===== config.mk =====
export PLATFORM = sky130hd
export DESIGN_NAME = bchecc_syndm_par_flat
export DESIGN_NICKNAME = d
export VERILOG_FILES = /design/src/rtl/bchecc_pkg.sv /design/src/rtl/bchecc_syndm_par_if.sv /design/src/rtl/bchecc_syndm_lane.sv /design/src/rtl/bchecc_syndm_par.sv /design/src/flat_wrapper.sv
export SDC_FILE = /design/constraint.sdc
export NUM_CORES = 2
export LEC_CHECK = 0
export BUFFER_PORTS_ARGS = -buffer_cell sky130_fd_sc_hd__buf_2
export CAP_MARGIN = 20
export CORE_MARGIN = 1.5
export CORE_UTILIZATION = 40
export CTS_BUF_LIST = sky130_fd_sc_hd__clkbuf_16
export DETAILED_ROUTE_END_ITERATION = 10
export GPL_TIMING_DRIVEN = 0
export PLACE_DENSITY_LB_ADDON = 0.25
export RECOVER_POWER = 25
export SLEW_MARGIN = 30
export SYNTH_ARGS = -nofsm -noshare
export SYNTH_HDL_FRONTEND = slang
export SYNTH_SLANG_ARGS = --single-unit
export TNS_END_PERCENT = 30

===== constraint.sdc =====
create_clock -name clk -period 28.3 [get_ports clk]
set_clock_uncertainty 0.05 [all_clocks]
set_input_delay 1.415 -clock clk [delete_from_list [all_inputs] [get_ports clk]]
set_output_delay 1.415 -clock clk [all_outputs]
set_load 0.05 [all_outputs]

===== src/rtl/bchecc_pkg.sv =====
// Shared GF(2^M) constants, state encoding and constant-multiply helpers for the BCH syndrome unit.
// Helpers work on a 16-bit container, so fields up to GF(2^16) are supported.
package bchecc_pkg;

    localparam int GF_M     = 13;
    localparam logic [GF_M-1:0] GF_POLY = 13'h001B;
    localparam int GF_MW    = 16;
    localparam int GF_MAX_E = 64;
    localparam int GF_MAX_W = 32;

    typedef logic [GF_MW-1:0]    gf_t;
    typedef logic [GF_MAX_W-1:0] gf_data_t;

    typedef enum logic [1:0] {
        ST_IDLE = 2'd0,
        ST_ACC  = 2'd1,
        ST_DONE = 2'd2
    } state_e;

    function automatic gf_t gf_mul_alpha(input gf_t x, input int m = GF_M, input gf_t poly = gf_t'(GF_POLY));
        gf_t r;
        gf_t mask;
        mask = gf_t'((32'd1 << m) - 32'd1);
        r    = (x << 1) & mask;
        if (x[m-1]) r = r ^ (poly & mask);
        return r;
    endfunction

    function automatic gf_t gf_mul_alpha_pow(input gf_t x, input int e, input int m = GF_M,
                                             input gf_t poly = gf_t'(GF_POLY));
        gf_t r;
        r = x;
        for (int i = 0; i < GF_MAX_E; i++) begin
            if (i < e) r = gf_mul_alpha(r, m, poly);
        end
        return r;
    endfunction

    // One beat of Horner evaluation at alpha^(2k+1), MSB of the beat first.
    function automatic gf_t gf_horner(input gf_t s, input gf_data_t data, input int nbits, input int k,
                                      input int m = GF_M, input gf_t poly = gf_t'(GF_POLY));
        gf_t r;
        r = s;
        for (int i = GF_MAX_W - 1; i >= 0; i--) begin
            if (i < nbits) r = gf_mul_alpha_pow(r, 2 * k + 1, m, poly) ^ gf_t'(data[i]);
        end
        return r;
    endfunction

endpackage


===== src/rtl/bchecc_syndm_par_if.sv =====
// Data-beat stream into the syndrome unit.
interface bchecc_syndm_par_if #(parameter int W = 8);

    logic [W-1:0] din_i;
    logic         din_vld_i;
    logic         din_rdy_o;

    // A beat transfers on every clk edge where din_vld_i & din_rdy_o; the sink never holds a beat, it only ignores it while din_rdy_o is low.
    modport master (output din_i, output din_vld_i, input din_rdy_o);
    modport slave  (input din_i, input din_vld_i, output din_rdy_o);

endinterface


===== src/rtl/bchecc_syndm_lane.sv =====
// One odd syndrome S(2K+1): register plus per-beat Horner update.
module bchecc_syndm_lane
    import bchecc_pkg::*;
#(
    parameter int              M         = GF_M,
    parameter logic [M-1:0]    PRIM_POLY = GF_POLY,
    parameter int              W         = 8,
    parameter int              K         = 0
) (
    input  logic         clk,
    input  logic         rst,
    input  logic         clr,
    input  logic         en,
    input  logic         active,
    input  logic [W-1:0] din,
    output logic [M-1:0] synd_d_o,
    output logic [M-1:0] synd_o
);

    logic [M-1:0] synd_q, synd_d;

    always_comb begin
        synd_d = synd_q;
        if (clr || !active) begin
            synd_d = '0;
        end else if (en) begin
            synd_d = M'(gf_horner(gf_t'(synd_q), gf_data_t'(din), W, K, M, gf_t'(PRIM_POLY)));
        end
    end

    always_ff @(posedge clk) begin
        if (rst) synd_q <= '0;
        else     synd_q <= synd_d;
    end

    assign synd_d_o = synd_d;
    assign synd_o   = synd_q;

endmodule


===== src/rtl/bchecc_syndm_par.sv =====
// Parametrised odd-syndrome generator for one NAND sector: sequencing FSM, beat counter and zero detect
// around T_MAX Horner lanes.
module bchecc_syndm_par
    import bchecc_pkg::*;
#(
    parameter int           M         = 13,
    parameter logic [M-1:0] PRIM_POLY = 13'h001B,
    parameter int           T_MAX     = 15,
    parameter int           W         = 8,
    parameter int           LEN_W     = 12
) (
    input  logic                 clk,
    input  logic                 rst,
    input  logic                 start_i,
    input  logic                 abort_i,
    input  logic [4:0]           t_sel_i,
    input  logic [LEN_W-1:0]     sec_len_i,
    bchecc_syndm_par_if.slave    din_if,
    output logic                 busy_o,
    output logic                 done_o,
    output logic                 zero_o,
    output logic                 synd_vld_o,
    output logic [M*T_MAX-1:0]   synd_o,
    output state_e               state_o
);

    state_e           state_q, state_d;
    logic [LEN_W-1:0] cnt_q, cnt_d;
    logic [4:0]       t_sel_q, t_sel_d;
    logic             done_q, done_d;
    logic             vld_q, vld_d;
    logic             zero_q, zero_d;
    logic             accept, lane_clr, lane_en;
    logic [T_MAX-1:0] lane_act, lane_nz;
    logic [M-1:0]     synd_nxt [T_MAX];

    assign accept = (state_q == ST_ACC) && din_if.din_vld_i;

    always_comb begin
        state_d  = state_q;
        cnt_d    = cnt_q;
        t_sel_d  = t_sel_q;
        vld_d    = vld_q;
        lane_clr = 1'b0;
        lane_en  = 1'b0;
        if (abort_i) begin
            state_d  = ST_IDLE;
            vld_d    = 1'b0;
            lane_clr = 1'b1;
        end else if (start_i) begin
            // A beat arriving together with start belongs to the old sector and is dropped.
            lane_clr = 1'b1;
            cnt_d    = sec_len_i;
            t_sel_d  = (t_sel_i == 5'd0 || t_sel_i > 5'(T_MAX)) ? 5'(T_MAX) : t_sel_i;
            if (sec_len_i == '0) begin
                state_d = ST_DONE;
                vld_d   = 1'b1;
            end else begin
                state_d = ST_ACC;
                vld_d   = 1'b0;
            end
        end else begin
            case (state_q)
                ST_ACC: begin
                    if (accept) begin
                        lane_en = 1'b1;
                        cnt_d   = cnt_q - LEN_W'(1);
                        if (cnt_q == LEN_W'(1)) begin
                            state_d = ST_DONE;
                            vld_d   = 1'b1;
                        end
                    end
                end
                ST_DONE: state_d = ST_IDLE;
                default: ;
            endcase
        end
        done_d = (state_d == ST_DONE);
        // Inactive lanes are forced to zero, so they never disturb the NOR.
        zero_d = vld_d && !(|lane_nz);
    end

    always_ff @(posedge clk) begin
        if (rst) begin
            state_q <= ST_IDLE;
            cnt_q   <= '0;
            t_sel_q <= 5'(T_MAX);
            done_q  <= 1'b0;
            vld_q   <= 1'b0;
            zero_q  <= 1'b0;
        end else begin
            state_q <= state_d;
            cnt_q   <= cnt_d;
            t_sel_q <= t_sel_d;
            done_q  <= done_d;
            vld_q   <= vld_d;
            zero_q  <= zero_d;
        end
    end

    for (genvar g = 0; g < T_MAX; g++) begin : g_lane
        assign lane_act[g] = (5'(g) < t_sel_q);
        assign lane_nz[g]  = |synd_nxt[g];
        bchecc_syndm_lane #(
            .M(M), .PRIM_POLY(PRIM_POLY), .W(W), .K(g)
        ) u_lane (
            .clk      (clk),
            .rst      (rst),
            .clr      (lane_clr),
            .en       (lane_en),
            .active   (lane_act[g]),
            .din      (din_if.din_i),
            .synd_d_o (synd_nxt[g]),
            .synd_o   (synd_o[M*g +: M])
        );
    end

    assign din_if.din_rdy_o = (state_q == ST_ACC);
    assign busy_o           = (state_q == ST_ACC);
    assign done_o           = done_q;
    assign synd_vld_o       = vld_q;
    assign zero_o           = zero_q;
    assign state_o          = state_q;

endmodule


===== src/flat_wrapper.sv =====
// flat-port wrapper written by rule: the top's interface ports become plain ports
module bchecc_syndm_par_flat import bchecc_pkg::*;
#(
    parameter int           M         = 13,
    parameter logic [M-1:0] PRIM_POLY = 13'h001B,
    parameter int           T_MAX     = 15,
    parameter int           W         = 8,
    parameter int           LEN_W     = 12
)
  (clk, rst, start_i, abort_i, t_sel_i, sec_len_i, busy_o, done_o, zero_o, synd_vld_o, synd_o, state_o, din_if_din_i, din_if_din_vld_i, din_if_din_rdy_o);
  bchecc_syndm_par_if #(.W(W)) din_if_i ();
  input  logic clk;
  input  logic rst;
  input  logic start_i;
  input  logic abort_i;
  input  logic [4:0] t_sel_i;
  input  logic [LEN_W-1:0] sec_len_i;
  output logic busy_o;
  output logic done_o;
  output logic zero_o;
  output logic synd_vld_o;
  output logic [M*T_MAX-1:0] synd_o;
  output state_e state_o;
  input wire logic [$bits(din_if_i.din_i)-1:0] din_if_din_i;
  input wire logic [$bits(din_if_i.din_vld_i)-1:0] din_if_din_vld_i;
  output wire logic [$bits(din_if_i.din_rdy_o)-1:0] din_if_din_rdy_o;
  assign din_if_i.din_i = din_if_din_i;
  assign din_if_i.din_vld_i = din_if_din_vld_i;
  assign din_if_din_rdy_o = din_if_i.din_rdy_o;
  bchecc_syndm_par #(.M(M), .PRIM_POLY(PRIM_POLY), .T_MAX(T_MAX), .W(W), .LEN_W(LEN_W)) u_core (.clk(clk), .rst(rst), .start_i(start_i), .abort_i(abort_i), .t_sel_i(t_sel_i), .sec_len_i(sec_len_i), .din_if(din_if_i), .busy_o(busy_o), .done_o(done_o), .zero_o(zero_o), .synd_vld_o(synd_vld_o), .synd_o(synd_o), .state_o(state_o));
endmodule

* After elaboration in Yosys (flattened, before gate mapping)
Cells that the tools add are included.
** Word-level totals
- Flip-flop bits (word level) :: 217
- Word-level logic and storage cells :: 7666
- Bits of input ports :: 30
- Output and inout port bits :: 202
** Cells by class
- Reduce and logical (&&, ||, !) cells :: 41
- $lt $le $gt $ge :: 16
- Bitwise operators :: 1921
- Multiplexer cells :: 5662
- Add/sub/neg operators :: 1
- Equal/unequal tests :: 4
** Operators with widths (count)
- $mux W13 :: 3840
- $mux W5 :: 1801
- $not A4 Y4 :: 1800
- $xor A13 B1 Y13 :: 120
- $reduce_or A195 Y1 :: 1
- $mux W12 :: 3
- $lt A4 B5 Y1 const A :: 7
- $lt A3 B5 Y1 const A :: 4
- $logic_not A1 Y1 :: 16
- $logic_or A1 B1 Y1 :: 16
- $eq A12 B1 Y1 const B :: 1
- $logic_not A12 Y1 :: 1
- $mux W1 :: 12
- $sub A12 B1 Y12 const B :: 1
- $lt A1 B5 Y1 const A :: 2
- $lt A2 B5 Y1 const A :: 2
- $mux W2 :: 5
- $gt A5 B4 Y1 const B :: 1
- $logic_not A5 Y1 :: 1
- $eq A2 B2 Y1 const B :: 2
- $pmux W2 S2 :: 1
- $reduce_bool A2 Y1 :: 2
- $reduce_and A3 Y1 :: 1
- $eq A2 B1 Y1 const B :: 1
- 3 further kinds :: 4

* Depth between registers and ports, before layout
- Depth in word-level cells :: 959
- Depth in mapped cells :: 30
- Gate-level depth less buffers :: 26

* Cells and area by module
From an unflattened synthesis, not the netlist that was laid out.
** Second synthesis, totals
- Cells, all modules :: 5702
- Area total of the unflattened synthesis :: 75646.3 um^2
** Modules (own cells, without submodules)
- bchecc_syndm_lane (u_core.g_lane[14].u_lane) :: times used 1, cells an instance 715, area an instance 10592.7 um^2
- bchecc_syndm_lane (u_core.g_lane[13].u_lane) :: times used 1, cells an instance 620, area an instance 8822.2 um^2
- bchecc_syndm_lane (u_core.g_lane[12].u_lane) :: times used 1, cells an instance 556, area an instance 7716.2 um^2
- bchecc_syndm_lane (u_core.g_lane[11].u_lane) :: times used 1, cells an instance 531, area an instance 7412.1 um^2
- bchecc_syndm_lane (u_core.g_lane[10].u_lane) :: times used 1, cells an instance 488, area an instance 7118.1 um^2
- bchecc_syndm_lane (u_core.g_lane[9].u_lane) :: times used 1, cells an instance 394, area an instance 5507.8 um^2
- bchecc_syndm_lane (u_core.g_lane[8].u_lane) :: times used 1, cells an instance 378, area an instance 4958.5 um^2
- bchecc_syndm_lane (u_core.g_lane[7].u_lane) :: times used 1, cells an instance 352, area an instance 4825.9 um^2
- bchecc_syndm_lane (u_core.g_lane[6].u_lane) :: times used 1, cells an instance 349, area an instance 4654.5 um^2
- bchecc_syndm_lane (u_core.g_lane[5].u_lane) :: times used 1, cells an instance 231, area an instance 2827.7 um^2
- bchecc_syndm_lane (u_core.g_lane[4].u_lane) :: times used 1, cells an instance 226, area an instance 2710.1 um^2
- bchecc_syndm_lane (u_core.g_lane[3].u_lane) :: times used 1, cells an instance 200, area an instance 2424.8 um^2
- bchecc_syndm_lane (u_core.g_lane[2].u_lane) :: times used 1, cells an instance 168, area an instance 1871.8 um^2
- bchecc_syndm_par :: times used 1, cells an instance 245, area an instance 1747.9 um^2
- 2 more rows

* Worst setup path before layout
No wires, ideal clock.
- Path type :: input-to-reg
- From :: input port din_if_din_i[7]
- To :: register u_core.zero_q, in the netlist u_core.zero_o
- Slack :: 17.244 ns
- Data required time :: 28.162 ns
- Arrival :: 10.918 ns
- Stages :: 28
- Library setup time :: 0.088 ns
- Cells stage by stage :: buf_2 xnor2_1 xnor2_4 xnor3_1 xnor3_1 xnor2_1 xnor3_2 xor3_1 buf_6 xnor3_2 xnor3_2 xnor3_1 xnor3_1 xor2_2 xor3_2 xnor3_2 xnor3_2 xnor3_2 xnor3_2 xor3_2 xnor3_1 xnor3_2 xnor3_1 xnor2_2 xnor2_1 mux2_2 o31a_1 nor4_2
** RTL lines
- from (decl) :: RTL line flat_wrapper.sv:24 : input wire logic [$bits(din_if_i.din_i)-1:0] din_if_din_i;
- to (signal assigned) :: RTL line bchecc_syndm_par.sv:97 : zero_q <= zero_d;
- to (decl) :: RTL line bchecc_syndm_par.sv:32 : logic zero_q, zero_d;

==> run metrics <==
reg2reg start=u_core.g_lane[12].u_lane.synd_o[12]; Worst-path clk slew=about 0.060 ns; failing checks=capacitance limit, slew limit; Hold Startpoint=u_core.g_lane[0].u_lane.synd_o[4]; die area=160000 µm²; Vias per Instance=just over 5; gr busiest metal=met2; vias in the first global route=between 40000 and 50000; max incr delay on CP=0.65 ns; Avg Inst Size Synth=around 11 µm²; Clock Latency Late Sink=around 0.6 ns; # setup viols final=0; critical path class=input pin to flip-flop; CP Data Required Time=about 29 ns; WHS Path Cells=2; clk buf depth=3; pins over their slew limit=10; fin util=0.435; PostCTS Resize Cnt=0; register area=between 4000 and 5000 µm²; area share of the largest cell type after synthesis=0.314; count leader, synth=xnor2_1; die span in y=approximately 400 µm; fmax=81.0 MHz; worst r2r dst=u_core.zero_o; Setup crit end kind=flip-flop; GRT overflow=0; TritonRoute pass-1 iters=10; min Tclk post-route=12.34 ns; slew margin rel.=-0.000415; Avg WL per Cell=~24 µm; post-route ant nets=0; Die Width=~400 µm; Post-synth EDFFs=0; met1 Use GR=0.321; Slew @ Worst Pin=1.50 ns; MaxCap Viol Count=2; crit-path max FO=10; post-synthesis cell type count=70; # hold bufs at CTS=0; Fill cells=roughly 15000; Routed WL=187000 µm; Buf/Inv on CP=1; GR Util met3=0.0323; share of cells above drive strength 1=0.0626; met2 Track Usage GR=0.372; crit-path leading delay family=XOR/XNOR gates; routed vias=40300; TNS Setup=0 ns; hold path endpoint=u_core.g_lane[0].u_lane.synd_o[12]; Syn. warnings=0; final hold slack=0.452 ns; status=finished, violations left; synth top area cells=xnor3_1, xnor2_1, xor2_1; Final GP Congestion=between 0.9 and 1; Synth Cell Area=around 63000 µm²; FF-to-FF setup slack=16.13 ns; Slowest-stage cell, CP=xor2_1; Clock Sinks=217; Mapped Nets=5620; Top FF cell, synth=dfxtp_1; core area=roughly 160000 µm²; largest net degree at the start of global routing=15; ys async rst share=0; largest area contributor in the netlist=xnor3_1; RSZ-0062 raised after global routing=false; Seq cells post-synth=217; hold crit path type=flip-flop to flip-flop; final-report hold violation count=0; Final #Nets=just under 6000; Area growth syn-to-layout=7.80%; clock root buffer=clkbuf_16; crit path launch type=input pin; Total GRT Usage=0.229; Mapped Cells=around 5600; number of H-tree levels=1; violation count after the first detailed-route iteration=about 2900; CP dominant cell by count=xnor3_1; post-route cell area=67900 µm²; DRC viols=0; Seq/Total Area, Yosys=0.0690; Post-synth top cells=xnor2_1, xnor3_1, xor2_1; final worst-path cycle share=0.436; first-pass GRT wire length=roughly 270000 µm; Crit path arrival time=12.77 ns; buffers added on ports=about 230; num rows=approximately 150; initial core utilization=0.403; Final HPWL DP=roughly 160000 µm; postcts setup bufs=0; CTS tree=yes; antenna violations before repair=6; R2R cell count=27; multi-input logic area=between 50000 and 60000 µm²; DP Area=between 60000 and 70000 µm²; # IOs=between 200 and 250; TritonCTS Buffers=28
-- cell usage in the layout (no fill, tap or decap), types with 7 or more instances in the layout --
cell | synthesis | final
o31ai_1 | 8 | 8
clkbuf_16 | 0 | 28
and2_1 | 8 | 8
o2111ai_1 | 7 | 7
nor2b_1 | 55 | 55
nor3_1 | 65 | 65
nor4_1 | 18 | 18
o211ai_1 | 15 | 15
xor2_2 | 11 | 11
xor3_2 | 10 | 10
xnor2_4 | 8 | 8
xor3_1 | 199 | 199
nand2b_1 | 14 | 14
dfxtp_1 | 217 | 217
xnor2_2 | 36 | 38
clkbuf_2 | 0 | 23
xnor3_1 | 879 | 879
a31oi_1 | 9 | 9
o21ai_0 | 58 | 56
nor2_1 | 191 | 191
buf_4 | 11 | 11
buf_1 | 23 | 13
mux2i_1 | 9 | 9
xor2_1 | 786 | 786
xnor3_2 | 41 | 41
nand2_1 | 233 | 233
xnor2_1 | 2160 | 2158
or3_1 | 9 | 9
clkbuf_1 | 211 | 284
a211oi_1 | 27 | 27
nand4_1 | 11 | 11
a21oi_1 | 122 | 121
nand3_1 | 15 | 15
a22oi_1 | 7 | 7
inv_1 | 15 | 17
buf_16 | 0 | 10
a21o_1 | 10 | 10
buf_2 | 7 | 147
-- metrics by stage --
stage | instances | setup WS [ns]
floorplan | 5587 | 17.24
global placement | 7871 | 14.51
detailed placement | 7885 | 15.44
CTS | 7934 | 16.05
global route | 7935 | 15.52
finish | 7936 | 15.96
-- flip-flops by register name (all words and copies together), names as in the netlist --
register	cells
u_core.synd_vld_o	1
u_core.state_o	2
u_core.cnt_q	12
u_core.done_o	1
u_core.g_lane.u_lane.synd_o	195
u_core.t_sel_q	5
u_core.zero_o	1
-- routing by layer --
metal  share of wire  wire length [µm]  vias to the layer above
li1                -                 -                    19000
met1            0.45             84700                    20000
met2            0.46             85500                     1100
met3           0.062             11500                      200
met4           0.027              4960                        4
met5         0.00012                23                        -
-- worst reg2reg max path: cells and delay by family (launching register included) --
kind	cells	cell delay, ns
xor gates and xnor gates	19	8.96
and+or+nand+nor	5	1.38
AOI/OAI and AO/OA	2	0.70
buffers and inverters	1	0.50
DFF	1	0.48
-- worst max-delay path by stage --
stage	startpoint	to	cells after the start
3_5_place_dp	din_if_din_i[7]	u_core.zero_o	27
4_1_cts	din_if_din_i[7]	u_core.zero_o	27
2_1_floorplan	din_if_din_i[7]	u_core.zero_o	28
5_1_grt	din_if_din_i[7]	u_core.zero_o	27
3_3_place_gp	din_if_din_i[4]	u_core.zero_o	26
6_report	din_if_din_i[7]	u_core.zero_o	27
-- kinds of logic (layout without fill, tap and decap cells) --
| family | Yosys count | in the layout | synth area share |
|---|---|---|---|
| xor gates and xnor gates | 4133 | 4133 | 0.835 |
| and+or+nand+nor | 644 | 644 | 0.0460 |
| AOI/OAI and AO/OA | 304 | 304 | 0.0294 |
| buffers and inverters | 276 | 565 | 0.0180 |
| DFF | 217 | 217 | 0.0690 |
| muxes | 10 | 10 | 0.00161 |
| adders and majority gates | 3 | 3 | 0.000596 |
| other | 0 | 2 | 0 |
-- layout make-up --
class                           count  area share
Antenna cell                        2   0.0000737
Inverter                           17    0.000940
Timing Repair Buffer              240      0.0200
Tap cell                         2058      0.0379
Clock inverter                     21     0.00297
Buffer                            259      0.0164
Multi-Input combinational cell   5094       0.847
Clock buffer                       28      0.0103
Sequential cell                   217      0.0640
Power is not shown: default switching activity piles up to over one toggle a cycle in this logic, so the estimate is an artifact.
